**config.mk**
```make
export PLATFORM = sky130hd
export DESIGN_NAME = filtro_rebote_multi
export DESIGN_NICKNAME = d
export VERILOG_FILES = /design/src/rtl/filtro_pkg.sv /design/src/rtl/filtro_rebote_canal.sv /design/src/rtl/filtro_rebote_multi.sv
export SDC_FILE = /design/constraint.sdc
export NUM_CORES = 1
export LEC_CHECK = 0
export ABC_CLOCK_PERIOD_IN_PS = 2050
export CAP_MARGIN = 20
export CORE_UTILIZATION = 25
export DETAILED_ROUTE_END_ITERATION = 7
export GPL_ROUTABILITY_DRIVEN = 0
export HOLD_SLACK_MARGIN = 0.02
export PLACE_DENSITY = 0.41
export SYNTH_ARGS = -nofsm -noshare
export SYNTH_HDL_FRONTEND = slang
export SYNTH_SLANG_ARGS = --single-unit
```
**constraint.sdc**
```tcl
create_clock -name clk -period 2.05 [get_ports clk]
set_input_delay 0.3075 -clock clk [delete_from_list [all_inputs] [get_ports clk]]
set_output_delay 0.3075 -clock clk [all_outputs]
set_load 0.03 [all_outputs]
```
**src/rtl/filtro_pkg.sv**
```systemverilog
// Shared constants and elaboration-time helpers for the multi-channel debounce filter.
package filtro_pkg;

  localparam logic ESTABLE   = 1'b0;
  localparam logic VALIDANDO = 1'b1;

  function automatic int ms_to_ticks(input int clk_hz, input int ms);
    return (clk_hz / 1000) * ms;
  endfunction

  // Bits needed to hold the value 'ticks' itself; never narrower than one bit.
  function automatic int cnt_width(input int ticks);
    return (ticks < 1) ? 1 : $clog2(ticks + 1);
  endfunction

endpackage

```
**src/rtl/filtro_rebote_canal.sv**
```systemverilog
// One debounce channel: input synchroniser, two-state validation FSM and long-press detector.
module filtro_rebote_canal
  import filtro_pkg::*;
#(
  parameter int DEB_TICKS   = 20,
  parameter int LONG_TICKS  = 50,
  parameter int SYNC_STAGES = 2,
  parameter int CW          = 6
) (
  input  logic clk,
  input  logic rst,
  input  logic pulso_real,
  output logic nivel,
  output logic flanco_sub,
  output logic flanco_baj,
  output logic long_pulse
);

  localparam logic [CW-1:0] DEB_LAST = CW'(DEB_TICKS - 1);

  logic [SYNC_STAGES-1:0] sync_q;
  logic                   s;
  logic                   estado_q, estado_d;
  logic [CW-1:0]          cnt_q, cnt_d;
  logic                   nivel_q, nivel_d;
  logic                   sub_q, sub_d;
  logic                   baj_q, baj_d;

  assign s = sync_q[SYNC_STAGES-1];

  always_ff @(posedge clk) begin
    if (rst) begin
      sync_q <= '0;
    end else begin
      sync_q <= {sync_q[SYNC_STAGES-2:0], pulso_real};
    end
  end

  // The >= compare keeps a degenerate DEB_TICKS of 1 from counting forever.
  always_comb begin
    estado_d = estado_q;
    cnt_d    = cnt_q;
    nivel_d  = nivel_q;
    sub_d    = 1'b0;
    baj_d    = 1'b0;
    case (estado_q)
      ESTABLE: begin
        cnt_d = '0;
        if (s != nivel_q) begin
          estado_d = VALIDANDO;
          cnt_d    = CW'(1);
        end
      end
      default: begin
        if (s == nivel_q) begin
          estado_d = ESTABLE;
          cnt_d    = '0;
        end else if (cnt_q >= DEB_LAST) begin
          estado_d = ESTABLE;
          cnt_d    = '0;
          nivel_d  = ~nivel_q;
          sub_d    = ~nivel_q;
          baj_d    = nivel_q;
        end else begin
          cnt_d = cnt_q + CW'(1);
        end
      end
    endcase
  end

  always_ff @(posedge clk) begin
    if (rst) begin
      estado_q <= ESTABLE;
      cnt_q    <= '0;
      nivel_q  <= 1'b0;
      sub_q    <= 1'b0;
      baj_q    <= 1'b0;
    end else begin
      estado_q <= estado_d;
      cnt_q    <= cnt_d;
      nivel_q  <= nivel_d;
      sub_q    <= sub_d;
      baj_q    <= baj_d;
    end
  end

  assign nivel      = nivel_q;
  assign flanco_sub = sub_q;
  assign flanco_baj = baj_q;

  generate
    if (LONG_TICKS > 0) begin : g_long
      localparam logic [CW-1:0] LONG_LAST = CW'(LONG_TICKS - 1);

      logic [CW-1:0] long_cnt_q, long_cnt_d;
      logic          armado_q, armado_d;
      logic          long_q, long_d;

      // A falling edge on this same cycle suppresses the pulse and re-arms.
      always_comb begin
        long_cnt_d = long_cnt_q;
        armado_d   = armado_q;
        long_d     = 1'b0;
        if (baj_d || !nivel_q) begin
          long_cnt_d = '0;
          armado_d   = 1'b1;
        end else if (armado_q) begin
          if (long_cnt_q >= LONG_LAST) begin
            long_d   = 1'b1;
            armado_d = 1'b0;
          end else begin
            long_cnt_d = long_cnt_q + CW'(1);
          end
        end
      end

      always_ff @(posedge clk) begin
        if (rst) begin
          long_cnt_q <= '0;
          armado_q   <= 1'b0;
          long_q     <= 1'b0;
        end else begin
          long_cnt_q <= long_cnt_d;
          armado_q   <= armado_d;
          long_q     <= long_d;
        end
      end

      assign long_pulse = long_q;
    end else begin : g_no_long
      assign long_pulse = 1'b0;
    end
  endgenerate

endmodule

```
**src/rtl/filtro_rebote_multi.sv**
```systemverilog
// Multi-channel debounce filter top: derives tick counts and replicates the channel N_CH times.
module filtro_rebote_multi
  import filtro_pkg::*;
#(
  parameter int N_CH        = 4,
  parameter int CLK_HZ      = 50_000_000,
  parameter int DEBOUNCE_MS = 2,
  parameter int LONG_MS     = 1000,
  parameter int SYNC_STAGES = 2
) (
  input  logic            clk,
  input  logic            rst,
  input  logic [N_CH-1:0] pulso_real,
  output logic [N_CH-1:0] nivel,
  output logic [N_CH-1:0] flanco_sub,
  output logic [N_CH-1:0] flanco_baj,
  output logic [N_CH-1:0] long_pulse
);

  localparam int DEB_TICKS  = ms_to_ticks(CLK_HZ, DEBOUNCE_MS);
  localparam int LONG_TICKS = ms_to_ticks(CLK_HZ, LONG_MS);
  localparam int MAX_TICKS  = (DEB_TICKS > LONG_TICKS) ? DEB_TICKS : LONG_TICKS;
  localparam int CW         = cnt_width(MAX_TICKS);

  for (genvar i = 0; i < N_CH; i++) begin : g_canal
    filtro_rebote_canal #(
      .DEB_TICKS  (DEB_TICKS),
      .LONG_TICKS (LONG_TICKS),
      .SYNC_STAGES(SYNC_STAGES),
      .CW         (CW)
    ) u_canal (
      .clk        (clk),
      .rst        (rst),
      .pulso_real (pulso_real[i]),
      .nivel      (nivel[i]),
      .flanco_sub (flanco_sub[i]),
      .flanco_baj (flanco_baj[i]),
      .long_pulse (long_pulse[i])
    );
  end

endmodule

```
# Word-level counts from Yosys, hierarchy flattened
# Cells that the tools add are included.
op_classes:
  muxes: 60
  n_bitwise: 24
  n_addsub: 8
  reduce_logical: 28
  n_eq_ne: 8
  n_lt_le_gt_ge: 8
op_table:
  columns: ["operator", "n"]
  rows:
  - ["26-bit 2-to-1 mux", 12]
  - ["26-bit by 1-bit adder with 26-bit output, second input constant", 8]
  - ["26-bit by 17-bit greater-or-equal comparator with 1-bit output, second input constant", 4]
  - ["26-bit greater-or-equal comparator, second input constant", 4]
  - ["1-bit 2-to-1 mux", 48]
  - ["1-bit inverter", 24]
  - ["4-bit OR reduction", 4]
  - ["3-bit AND reduction", 4]
  - ["3-bit OR reduction", 4]
  - ["2-bit AND reduction", 4]
  - ["2-bit OR reduction", 4]
  - ["1-bit == test", 4]
  - ["1-bit logical NOT", 4]
  - ["1-bit logical OR", 4]
  - ["1-bit inequality test", 4]
word_totals:
  word_cells: 172
  out_inout_bits: 16
  input_bits: 6
  reg_bits: 240

# Depth between registers and ports, before layout
depth:
  ltp_word: 6
  depth_mapped: 8
  depth_no_buf: 7

# Hierarchy
# From an unflattened synthesis, not the netlist that was laid out.
hier_totals:
  cells_unflattened: 1195
  area_unflattened_um2: 10618.9
modules_own_cells:
  columns: ["mod", "seq_area_each_um2", "cells_each", "instances", "area_each_um2"]
  rows:
  - ["filtro_rebote_canal at g_canal[0].u_canal ...", 1201.2, 300, 3, 2667.6]
  - ["filtro_rebote_canal at g_canal[3].u_canal", 1201.2, 295, 1, 2616.3]

# Worst setup path before layout
# No wires, ideal clock.
synth_timing:
  path_type: "reg-to-reg"
  startpoint: "register g_canal[2].u_canal.cnt_q[0]"
  endpoint: "register g_canal[2].u_canal.g_long.long_cnt_q[11]"
  required_ps: 1981
  setup_ps: 69
  slack_ps: -36
  stages_incl_launch_ff: 9
  n_path_buf: 1
  synth_period_minus_slack_ps: 2086
  arrival_ps: 2018
  path_cell_list: "dfxtp_1 > ha_1 > nand4_1 > a211oi_1 > a311o_1 > a31o_1 > buf_6 > or4_1 > o21ai_1"
synth_between:
  elab_chain_cells: 6
synth_lines:
  columns: ["item", "line", "text"]
  rows:
  - ["start: declaration", "filtro_rebote_canal.sv:24", "logic [CW-1:0] cnt_q, cnt_d;"]
  - ["start signal: assignment", "filtro_rebote_canal.sv:80", "cnt_q <= cnt_d;"]
  - ["26-bit by 17-bit greater-or-equal comparator with 1-bit output", "filtro_rebote_canal.sv:58", "end else if (cnt_q >= DEB_LAST) begin"]
  - ["1-bit 2-to-1 mux", "filtro_rebote_canal.sv:58", null]
  - ["1-bit 2-to-1 mux", "filtro_rebote_canal.sv:55", "if (s == nivel_q) begin"]
  - ["1-bit 2-to-1 mux", "filtro_rebote_canal.sv:46", "case (estado_q)"]
  - ["1-bit logical OR", "filtro_rebote_canal.sv:104", "if (baj_d || !nivel_q) begin"]
  - ["2-bit OR reduction (no source line)", null, null]
  - ["end signal: assignment", "filtro_rebote_canal.sv:123", "long_cnt_q <= long_cnt_d;"]
  - ["end: declaration", "filtro_rebote_canal.sv:95", "logic [CW-1:0] long_cnt_q, long_cnt_d;"]
# No other way between the ends.
# A chain may end at the register's enable or synchronous reset.

# Final worst setup path
layout_timing:
  startpoint: "register g_canal[0].u_canal.cnt_q[1]"
  endpoint: "register g_canal[0].u_canal.g_long.long_cnt_q[9]"
layout_between:
  elab_chain_cells: 6
layout_lines:
  columns: ["item", "line"]
  rows:
  - ["start: declaration", "filtro_rebote_canal.sv:24"]
  - ["start signal: assignment", "filtro_rebote_canal.sv:80"]
  - ["26-bit by 17-bit greater-or-equal comparator with 1-bit output", "filtro_rebote_canal.sv:58"]
  - ["1-bit 2-to-1 mux", "filtro_rebote_canal.sv:58"]
  - ["1-bit 2-to-1 mux", "filtro_rebote_canal.sv:55"]
  - ["1-bit 2-to-1 mux", "filtro_rebote_canal.sv:46"]
  - ["1-bit logical OR", "filtro_rebote_canal.sv:104"]
  - ["2-bit OR reduction (no source line)", null]
  - ["end signal: assignment", "filtro_rebote_canal.sv:123"]
  - ["end: declaration", "filtro_rebote_canal.sv:95"]
# No other way between the ends.

==> impl_metrics.toml <==
[sta]
period_minus_slack_ns = 2.01
report.final.slew_viol_count = 0
min_period_over_period_pct = 98.1
rsz0062_at_grt = "yes"
clock.fmax_ghz = 0.497
setup-violations-final = 0
setup_tns_ns = 0
fin_worst_skew_ns = 0.0137
hold_viol_final = 0

[clock_tree]
cts-root-buf = "clkbuf_16"
clkLatencyLatePin_ns = 0.54
htree_levels = 1
cts_made_buffers = 29
clkTransAtPathRegs_ns = 0.06
cts_tree = "done"
clockBufferDepth = 3
cts.sinks = 240

[placement]
dpl_cell_area_um2 = 11600
numPortBuffers = 21
dp_hpwl_mm = 13.9

[synthesis]
synth_top_family_by_area = "simple AND/OR/NAND/NOR gates"
synthMuxAreaShare_pct = 0.599
synthFlopType = "dfxtp_1"
synth_compound_area_share_pct = 7.62
synth_seq_cells = 240
syn_area_um2 = 10000
yosys.area_share.simple_pct = 28.1
yosysWarnings = 0
avgSynthCellArea_um2 = 8.88
synthXorXnorAreaFrac_pct = 11.4
synthCells = 1130
yosys.cell_types.count = 64
async_reset_ff_share_pct = 0
synth-edff-count = 0
synth_fa_ha_area_share_pct = 0.998
ys_seq_area_share_pct = 47.9

[flow_run]
drv_cap = 0

[routing]
antenna_left = 0
routed_wl_mm = 21.4
viasPerCell = 4.36
drt_pass1_iterations = 4
drc = 0
dr_total_vias = 8017
drt_iter0_markers = 294
wire_per_inst_um = 11.6

[setup_path]
cp-start-kind = "register"
endpoint = "g_canal[0].u_canal.g_long.long_cnt_q[9]"
critPathArrivalTime_ns = 2.43
worst-path-max-fanout = 7
crit_path_start = "g_canal[0].u_canal.cnt_q[1]"
r2r_end = "g_canal[0].u_canal.g_long.long_cnt_q[9]"
r2r_slack_ns = 0.04
crit_required_ns = 2.47
ff2ff_path_depth = 9
cp-end-kind = "register"
r2r-start = "g_canal[0].u_canal.cnt_q[1]"
path_class = "reg -> reg"

[power]
ir_drop_mv = 0.552
leakage_nw = 4.60
p_per_area_nw_per_um2 = 804

[grt]
grt_pass1_vias = 7527
antenna_found_initial = 0
grt_pass1_wl_mm = 35.7
grt_overflow = 0
grtUsageTotal_pct = 10.2
grt_max_degree = 28

[floorplan]
io_pins = 22
core_area_um2 = 39600
initial_core_util_pct = 25.3
rows = 73
dieArea_um2 = 40900
die_y_um = 202
die_x_um = 202

[final_layout]
area_delta_synth_final_pct = 30.6
most-common-layout-cells = "234 x dfxtp_1, 189 x nor2_1, 109 x buf_4, 90 x xor2_1"
antennaDiodeCount = 0
final_common_cell = "dfxtp_1"
finish.instance_area_um2 = 13100
nets = 1306
drive_above_1_share_pct = 17.0

[min_path]
hold_depth = 2
hp-class = "in -> reg"

[status]
status = "finished clean"
synthesized netlist by cell type, types with 2 or more instances:
master,n,area (um^2)
a31oi_1,13,81.3
xor2_1,90,788
a2111oi_2,2,30.0
nor3_1,20,100
buf_4,18,135
nor4b_1,4,35.0
clkbuf_1,21,78.8
nor2b_1,16,100
o21ai_1,6,30.0
nand2_1,78,293
and2_1,9,56.3
nand3_1,79,395
a41oi_1,2,17.5
dfxtp_1,240,4800
ha_1,8,100
nand3b_1,2,15.0
o21bai_1,2,15.0
nand4_1,53,332
o211ai_1,6,45.0
o21ai_0,26,130
a211oi_1,4,30.0
inv_1,22,82.6
a21o_1,3,22.5
o31ai_1,5,37.5
nor2_1,191,717
nand4bb_1,2,22.5
and3_1,31,194
or4_1,9,67.6
buf_2,4,20.0
mux2i_1,6,60.1
nand2b_1,5,31.3
nor4_1,16,100
or3_1,20,125
a21boi_0,3,22.5
a21oi_1,28,140
xnor2_1,41,359
and4_1,15,131
or2_2,3,18.8
a31o_2,2,17.5
repair_timing:
| item | in CTS | in global routing |
|---|---|---|
| gates resized for setup | 6 | 49 |
| gates cloned | 0 | 5 |
| hold endpoints to repair | 0 | 0 |
| pin swaps | 5 | 28 |
| hold buffers | 0 | 0 |
| setup endpoints to repair | 9 | 97 |
| setup buffers | 1 | 8 |
flip-flops by register name, indices dropped and copies added, names as in the netlist:
name,count
g_canal.u_canal.nivel,4
g_canal.u_canal.estado_q,4
g_canal.u_canal.long_pulse,4
g_canal.u_canal.sync_q,8
g_canal.u_canal.cnt_q,104
g_canal.u_canal.flanco_sub,4
g_canal.u_canal.g_long.long_cnt_q,104
g_canal.u_canal.flanco_baj,4
g_canal.u_canal.g_long.armado_q,4
cell families (layout without fill, tap and decap cells):
family                     after synthesis  count (layout)
AOI/OAI and AO/OA                      117             118
xor gates and xnor gates               131             131
adders and majority gates                8               8
buffers and inverters                   66             214
DFF                                    240             240
muxes                                    6               6
other                                    1              36
and+or+nand+nor                        561             561
routing by layer:
| metal | routed length, um | vias up | GRT usage (%) |
|---|---|---|---|
| li1 | - | 4223 | - |
| met1 | 10700 | 3675 | 13.8 |
| met2 | 9260 | 81 | 16.0 |
| met3 | 854 | 38 | 2.34 |
| met4 | 515 | 0 | 2.93 |
| met5 | 0 | - | 0 |
per-stage QoR:
step | worst slack, ns | cells | total power, W | util [%] | hold slack [ns]
floorplan | 0.0114 | 1165 | 0.00491 | - | 0.414
global placement | -0.0154 | 1772 | 0.00496 | 29.4 | 0.421
detailed placement | -0.0611 | 1772 | 0.00496 | 29.4 | 0.421
CTS | -0.00329 | 1826 | 0.0107 | 32.1 | 0.283
global route | -0.0679 | 1839 | 0.0110 | 33.0 | 0.299
finish | 0.0381 | 1839 | 0.0105 | 33.0 | 0.321
critical path: stages, from the launching register on:
cell,delay (ns)
dfxtp_2,0.35
ha_4,0.13
and4_4,0.22
o31ai_4,0.07
a2111oi_4,0.40
o21ai_2,0.11
buf_4,0.15
o21ai_4,0.23
clkbuf_16,0.21
a21oi_2,0.03
layout make-up:
type	count	area, um^2
clock buffers	39	813
clock inverters	14	255
fillers	4178	26500
inverters	22	82.6
multi-input cells	860	5280
flip-flops and latches	240	4810
well taps	525	657
repair buffers	139	1200
report_power, final:
part / internal, W / total, W / switching, W / leakage (nW)
clock: 0.00365 / 0.00567 / 0.00202 / 0.522
combinational: 0.0000544 / 0.000108 / 0.0000541 / 2.12
sequential: 0.00472 / 0.00476 / 0.0000342 / 1.95
worst min path at each step:
| stage | start | end |
|---|---|---|
| 2_1_floorplan | g_canal[0].u_canal.sync_q[0] | g_canal[0].u_canal.sync_q[1] |
| 3_3_place_gp | g_canal[1].u_canal.sync_q[0] | g_canal[1].u_canal.sync_q[1] |
| 3_5_place_dp | g_canal[1].u_canal.sync_q[0] | g_canal[1].u_canal.sync_q[1] |
| 4_1_cts | pulso_real[1] | g_canal[1].u_canal.sync_q[0] |
| 5_1_grt | pulso_real[1] | g_canal[1].u_canal.sync_q[0] |
| 6_report | pulso_real[1] | g_canal[1].u_canal.sync_q[0] |
(Power assumes the default switching activity.)
